File: config.mk
export PLATFORM = sky130hd
export DESIGN_NAME = weight_bias_loader_flat
export DESIGN_NICKNAME = d
export VERILOG_FILES = /design/src/rtl/weight_bias_loader_if.sv /design/src/rtl/weight_bias_loader.sv /design/src/flat_wrapper.sv
export SDC_FILE = /design/constraint.sdc
export NUM_CORES = 1
export LEC_CHECK = 0
export CAP_MARGIN = 20
export CORE_MARGIN = 4
export CORE_UTILIZATION = 42
export DETAILED_ROUTE_END_ITERATION = 16
export GPL_TIMING_DRIVEN = 0
export PLACE_DENSITY = 0.82
export SYNTH_ARGS = -nofsm -noshare
export SYNTH_HDL_FRONTEND = slang
export SYNTH_SLANG_ARGS = --single-unit
File: constraint.sdc
create_clock -name clk -period 2 [get_ports clk]
set_input_delay 0.3 -clock clk [delete_from_list [all_inputs] [get_ports clk]]
set_output_delay 0.3 -clock clk [all_outputs]
set_load 0.03 [all_outputs]
File: src/rtl/weight_bias_loader_if.sv
`default_nettype none
// +------------------------------------------------------------------+
// | weight_bias_loader_if: header/payload stream + neuron config bus |
// | Rev 1.0                                                          |
// +------------------------------------------------------------------+
interface weight_bias_loader_if;
  logic [31:0] s_data;
  logic        s_valid;
  logic        s_ready;
  logic [31:0] config_layer_num;
  logic [31:0] config_neuron_num;
  logic        weightValid;
  logic [31:0] weightValue;
  logic        biasValid;
  logic [31:0] biasValue;
  logic        busy;
  logic        done;
  logic        error;

  modport master (
    input  s_data, s_valid,
    output s_ready, config_layer_num, config_neuron_num,
           weightValid, weightValue, biasValid, biasValue,
           busy, done, error
  );

  modport slave (
    output s_data, s_valid,
    input  s_ready, config_layer_num, config_neuron_num,
           weightValid, weightValue, biasValid, biasValue,
           busy, done, error
  );
endinterface
`default_nettype wire

File: src/rtl/weight_bias_loader.sv
`default_nettype none
// +------------------------------------------------------------------+
// | weight_bias_loader: header-driven weight/bias broadcast loader   |
// | Rev 1.0                                                          |
// +------------------------------------------------------------------+
module weight_bias_loader #(
  parameter int maxCount   = 784,
  parameter int countWidth = 16
) (
  input  wire logic              clk,
  input  wire logic              rst,
  weight_bias_loader_if.master   bus
);

  typedef enum logic [1:0] {
    IDLE    = 2'd0,
    PAYLOAD = 2'd1,
    GAP     = 2'd2
  } state_t;

  localparam logic [1:0]            c_type_weight = 2'b01;
  localparam logic [1:0]            c_type_bias   = 2'b10;
  localparam logic [countWidth-1:0] c_max_cnt     = countWidth'(maxCount);
  localparam logic [countWidth-1:0] c_one         = countWidth'(1);

  state_t                r_state;
  logic [countWidth-1:0] r_count;
  logic [countWidth-1:0] r_target;
  logic                  r_is_bias;
  logic [31:0]           r_layer;
  logic [31:0]           r_neuron;
  logic                  r_weight_valid;
  logic [31:0]           r_weight_value;
  logic                  r_bias_valid;
  logic [31:0]           r_bias_value;
  logic                  r_done;
  logic                  r_error;

  logic [1:0]            w_type;
  logic [3:0]            w_layer;
  logic [9:0]            w_neuron;
  logic [countWidth-1:0] w_count;
  logic                  w_ready;
  logic                  w_beat;
  logic                  w_hdr_ok;
  logic                  w_last;

  assign w_type   = bus.s_data[31:30];
  assign w_layer  = bus.s_data[29:26];
  assign w_neuron = bus.s_data[25:16];
  assign w_count  = bus.s_data[countWidth-1:0];

  // Ready is gated by rst directly so no beat can be taken in the reset cycle.
  assign w_ready  = ~rst & (r_state != GAP);
  assign w_beat   = bus.s_valid & w_ready;
  assign w_hdr_ok = ((w_type == c_type_weight) && (w_count != '0) && (w_count <= c_max_cnt)) ||
                    ((w_type == c_type_bias) && (w_count == c_one));
  assign w_last   = ((r_count + c_one) == r_target);

  always_ff @(posedge clk) begin
    if (rst) begin
      r_state        <= IDLE;
      r_count        <= '0;
      r_target       <= '0;
      r_is_bias      <= 1'b0;
      r_layer        <= '0;
      r_neuron       <= '0;
      r_weight_valid <= 1'b0;
      r_weight_value <= '0;
      r_bias_valid   <= 1'b0;
      r_bias_value   <= '0;
      r_done         <= 1'b0;
      r_error        <= 1'b0;
    end else begin
      r_weight_valid <= 1'b0;
      r_bias_valid   <= 1'b0;
      r_done         <= 1'b0;
      case (r_state)
        IDLE: begin
          if (w_beat) begin
            if (w_hdr_ok) begin
              r_layer   <= {28'd0, w_layer};
              r_neuron  <= {22'd0, w_neuron};
              r_target  <= w_count;
              r_count   <= '0;
              r_is_bias <= (w_type == c_type_bias);
              r_state   <= PAYLOAD;
            end else begin
              r_error <= 1'b1;
            end
          end
        end
        PAYLOAD: begin
          if (w_beat) begin
            if (r_is_bias) begin
              r_bias_valid <= 1'b1;
              r_bias_value <= bus.s_data;
            end else begin
              r_weight_valid <= 1'b1;
              r_weight_value <= bus.s_data;
            end
            r_count <= r_count + c_one;
            if (w_last) begin
              r_done  <= 1'b1;
              r_state <= GAP;
            end
          end
        end
        // One dead cycle keeps config stable past the final strobe.
        GAP:     r_state <= IDLE;
        default: r_state <= IDLE;
      endcase
    end
  end

  assign bus.s_ready           = w_ready;
  assign bus.config_layer_num  = r_layer;
  assign bus.config_neuron_num = r_neuron;
  assign bus.weightValid       = r_weight_valid;
  assign bus.weightValue       = r_weight_value;
  assign bus.biasValid         = r_bias_valid;
  assign bus.biasValue         = r_bias_value;
  assign bus.busy              = (r_state == PAYLOAD);
  assign bus.done              = r_done;
  assign bus.error             = r_error;

endmodule
`default_nettype wire

File: src/flat_wrapper.sv
// flat-port wrapper written by rule: the top's interface ports become plain ports
module weight_bias_loader_flat 
#(
  parameter int maxCount   = 784,
  parameter int countWidth = 16
)
  (clk, rst, bus_s_data, bus_s_valid, bus_s_ready, bus_config_layer_num, bus_config_neuron_num, bus_weightValid, bus_weightValue, bus_biasValid, bus_biasValue, bus_busy, bus_done, bus_error);
  weight_bias_loader_if bus_i ();
  input  wire logic clk;
  input  wire logic rst;
  input wire logic [$bits(bus_i.s_data)-1:0] bus_s_data;
  input wire logic [$bits(bus_i.s_valid)-1:0] bus_s_valid;
  output wire logic [$bits(bus_i.s_ready)-1:0] bus_s_ready;
  output wire logic [$bits(bus_i.config_layer_num)-1:0] bus_config_layer_num;
  output wire logic [$bits(bus_i.config_neuron_num)-1:0] bus_config_neuron_num;
  output wire logic [$bits(bus_i.weightValid)-1:0] bus_weightValid;
  output wire logic [$bits(bus_i.weightValue)-1:0] bus_weightValue;
  output wire logic [$bits(bus_i.biasValid)-1:0] bus_biasValid;
  output wire logic [$bits(bus_i.biasValue)-1:0] bus_biasValue;
  output wire logic [$bits(bus_i.busy)-1:0] bus_busy;
  output wire logic [$bits(bus_i.done)-1:0] bus_done;
  output wire logic [$bits(bus_i.error)-1:0] bus_error;
  assign bus_i.s_data = bus_s_data;
  assign bus_i.s_valid = bus_s_valid;
  assign bus_s_ready = bus_i.s_ready;
  assign bus_config_layer_num = bus_i.config_layer_num;
  assign bus_config_neuron_num = bus_i.config_neuron_num;
  assign bus_weightValid = bus_i.weightValid;
  assign bus_weightValue = bus_i.weightValue;
  assign bus_biasValid = bus_i.biasValid;
  assign bus_biasValue = bus_i.biasValue;
  assign bus_busy = bus_i.busy;
  assign bus_done = bus_i.done;
  assign bus_error = bus_i.error;
  weight_bias_loader #(.maxCount(maxCount), .countWidth(countWidth)) u_core (.clk(clk), .rst(rst), .bus(bus_i));
endmodule
==> results by group <==
Placed design
  • Detailed placement HPWL: 11400 um
  • Pre-CTS setup slack: -0.839 ns
  • Routability cong.: 0.948
  • PortBufs: 118

Power
  • Clock share of power: 52.8%
  • Static Leak: 2.98 nW
  • Net switching share of the total power: 22.8%
  • Pwr dens: 746 nW/um2
  • Int Power: 4.47 mW
  • Design Power: 5.80 mW
  • Comb pwr share: 6.9%
  • Worst ir drop on vdd: 0.645 mV
  • Switching power: 1.32 mW
  • Seq pwr share: 40.3%

Route
  • Drt first pass iters: 8
  • Wire per inst: 16.4 um
  • WL final: 17200 um
  • Vias: 5441
  • Drc violations: 0
  • Initial drt markers: 477
  • Vias per inst: 5.19
  • Routed Antenna Nets: 0

Logic synthesis
  • Post-synthesis mux area share: 0.192%
  • Simple-gate portion of the synthesized area: 24.4%
  • Sequential element share of the synthesized area: 44.8%
  • Compound-cell area share of the yosys netlist: 15.2%
  • Synth warnings: 0
  • Ys flop type: dfxtp_1
  • Mapped Cells: 665
  • Asr flop ratio synth: 0%
  • Count of cell types in the netlist: 52
  • Post-synthesis cell area: 5220 um2
  • Post-synth EDFFs: 0
  • Mean Syn Cell Area: 7.86 um2
  • Post-Synth Adder-Cell Area: 0.240%
  • Yosys reg bits: 117
  • Largest family of logic cells by synthesized area: simple AND/OR/NAND/NOR gates
  • Post-Synth XOR/XNOR Area: 3.69%

STA
  • Post-route setup slack: -0.140 ns
  • Slew HR: 56.6%
  • Worst-Margin Slew: 0.650 ns
  • Final setup fails: 4
  • Post-layout minimum cycle time: 2.14 ns
  • RSZ-0062 raised after global routing: true
  • Fin Clk Skew: 0.00833 ns
  • Fin. Hold Viols: 0
  • Fmax: 0.467 GHz
  • Fin. max-slew vios: 0
  • Final Cycle Share: 107%
  • Final hold slack: 0.177 ns

Final layout
  • FF/Latch Area: 2350 um2
  • Multi-input combinational cell area: 2670 um2
  • # fillers: 991
  • Most frequent cells in the layout: nand2_1 (195), dfxtp_1 (113), clkdlybuf4s50_1 (105)
  • Final nets: 905
  • Most common cell after layout, fill and taps aside: nand2_1
  • Area growth syn-to-layout: 48.7%
  • Share of cells above drive strength 1: 18.9%
  • Antenna diode count: 0

Global routing
  • Largest net degree at the start of global routing: 17
  • Initial antenna violation count: 0
  • GRT Residual Overflow: 0
  • Vias in the first global route: 5007
  • First-pass GRT wire length: 25900 um
  • Gr usage total: 22.8%

Run
  • Max-cap violations: 0

CTS
  • CTS Sinks: 117
  • CTS Buffer Depth: 2
  • Hold Buf Count CTS: 0
  • CTS root buf: clkbuf_16
  • Clk slew on worst S/H paths: 0.06 ns
  • H-tree depth: 4
  • TritonCTS clock tree: yes
  • Clk_lat worst skew: 0.41 ns
  • TritonCTS buffer count: 17

Setup path
  • Crit path DAT: 2.44 ns
  • Setup crit end kind: register
  • Kind of critical path: in -> reg
  • Max Fanout on Critical Path: 10
  • Critical Path Source Type: input port
  • Data required time of the critical path: 2.30 ns

Floorplan
  • Initial Util: 43.1%
  • IO Count: 169
  • Die W: 120 um
  • Core box area: 12100 um2
  • Num rows: 40
  • Die Area: 14300 um2
  • Die H: 120 um

Outcome
  • Failing checks: negative setup slack
  • Status: complete, but fails checks

Hold path
  • Min-Delay Path Class: in -> reg
critical path: stages:
cell             delay, ns
clkdlybuf4s50_1       0.52
clkbuf_4              0.27
a2111oi_2             0.36
nand4_1               0.18
nor4_1                0.29
nand2_1               0.18
nor4bb_4              0.34
layer usage:
metal	share of wire (%)	track usage, %	wire [um]	vias to the layer above
met5	0	0	0	-
met4	4.0	11.9	684	0
met3	11	7.30	1830	58
met2	47	34.8	8040	323
met1	39	28.7	6650	2501
li1	-	-	-	2559
logic make-up after synthesis:
logic type                 Yosys count
AOI/OAI and AO/OA                  137
muxes                                1
adders and majority gates            1
buffers and inverters               99
DFF                                117
and+or+nand+nor                    287
xor gates and xnor gates            22
other                                1
power by group through the flow:
stage | clock, mW | sequential (mW) | combinational [mW]
after floorplan | 0 | 2.39 | 0.248
after global placement | 0 | 2.39 | 0.383
after detailed placement | 0 | 2.39 | 0.383
after CTS | 3.07 | 2.33 | 0.388
after global routing | 3.20 | 2.33 | 0.421
final | 3.06 | 2.33 | 0.400
area by class of cell:
type / count / share of cell area [%]
multi-input cells: 498 / 34.3
flip-flops and latches: 117 / 30.2
repair buffers: 138 / 17.0
plain buffers: 91 / 7.91
clock buffers: 20 / 5.88
well taps: 168 / 2.71
clock inverters: 10 / 1.69
inverters: 6 / 0.290
path summary, 6_finish.rpt:
check             slack, ns                            startpoint  cells after the start                                   end
setup / recovery      -0.14                                   rst                      7            u_core.bus.done$_SDFF_PP0_
hold reg to reg        0.45  u_core.bus.biasValue[6]$_SDFFE_PP0P_                      2  u_core.bus.biasValue[6]$_SDFFE_PP0P_
setup reg to reg      -0.06        u_core.r_count[0]$_SDFFE_PP0P_                      7            u_core.bus.done$_SDFF_PP0_
hold / removal         0.18                         bus_s_data[7]                      3  u_core.bus.biasValue[7]$_SDFFE_PP0P_
stage by stage:
stage / TNS (ns) / utilization [%] / instance area [um2] / cells
6_report: -0.322 / 64.1 / 7770 / 1048
5_1_grt: -1.42 / 64.1 / 7770 / 1048
4_1_cts: -0.0290 / 63.1 / 7640 / 1040
3_5_place_dp: -79.79 / 56.2 / 6810 / 1000
3_3_place_gp: -78.16 / 56.2 / 6810 / 1000
2_1_floorplan: -0.0000167 / - / 5420 / 714
flip-flops by register name, indices dropped and copies added (netlist names):
signal                        cells
u_core.bus.biasValue             32
u_core.bus.weightValue           32
u_core.r_count                   16
u_core.r_target                  16
u_core.bus.config_neuron_num     10
u_core.bus.config_layer_num       4
u_core.r_state                    2
u_core.bus.biasValid              1
u_core.bus.done                   1
u_core.bus.error                  1
u_core.bus.weightValid            1
u_core.r_is_bias                  1
synth_stat cells, types with 3 or more instances:
cell type  number  area (um2)
xnor2_1        15         131
dfxtp_1       117        2340
nand2b_1        4        25.0
a21oi_1        95         475
buf_2           7        35.0
xor2_1          7        61.3
and3_1         10        62.6
nor3_1          8        40.0
clkbuf_1       27         101
nand3_1        11        55.1
nand2_1       195         732
nor4bb_1        4        40.0
and4_1          3        26.3
buf_6           3        33.8
nand4_1         7        43.8
inv_1           6        22.5
nor2_1         21        78.8
buf_1           5        18.8
or3_1           3        18.8
a31oi_1         5        31.3
o21ai_0         8        40.0
nor4_1          8        50.1
buf_4          51         383
a311oi_1        9        78.8
what timing repair did:
action / CTS / global route
hold endpoints to repair: 0 / 0
pin swaps: 10 / 10
endpoints found under the setup margin: 113 / 102
cloned: 1 / 0
resized for setup: 66 / 42
setup buffers: 11 / 8
Power figures use the tool's default switching activity.
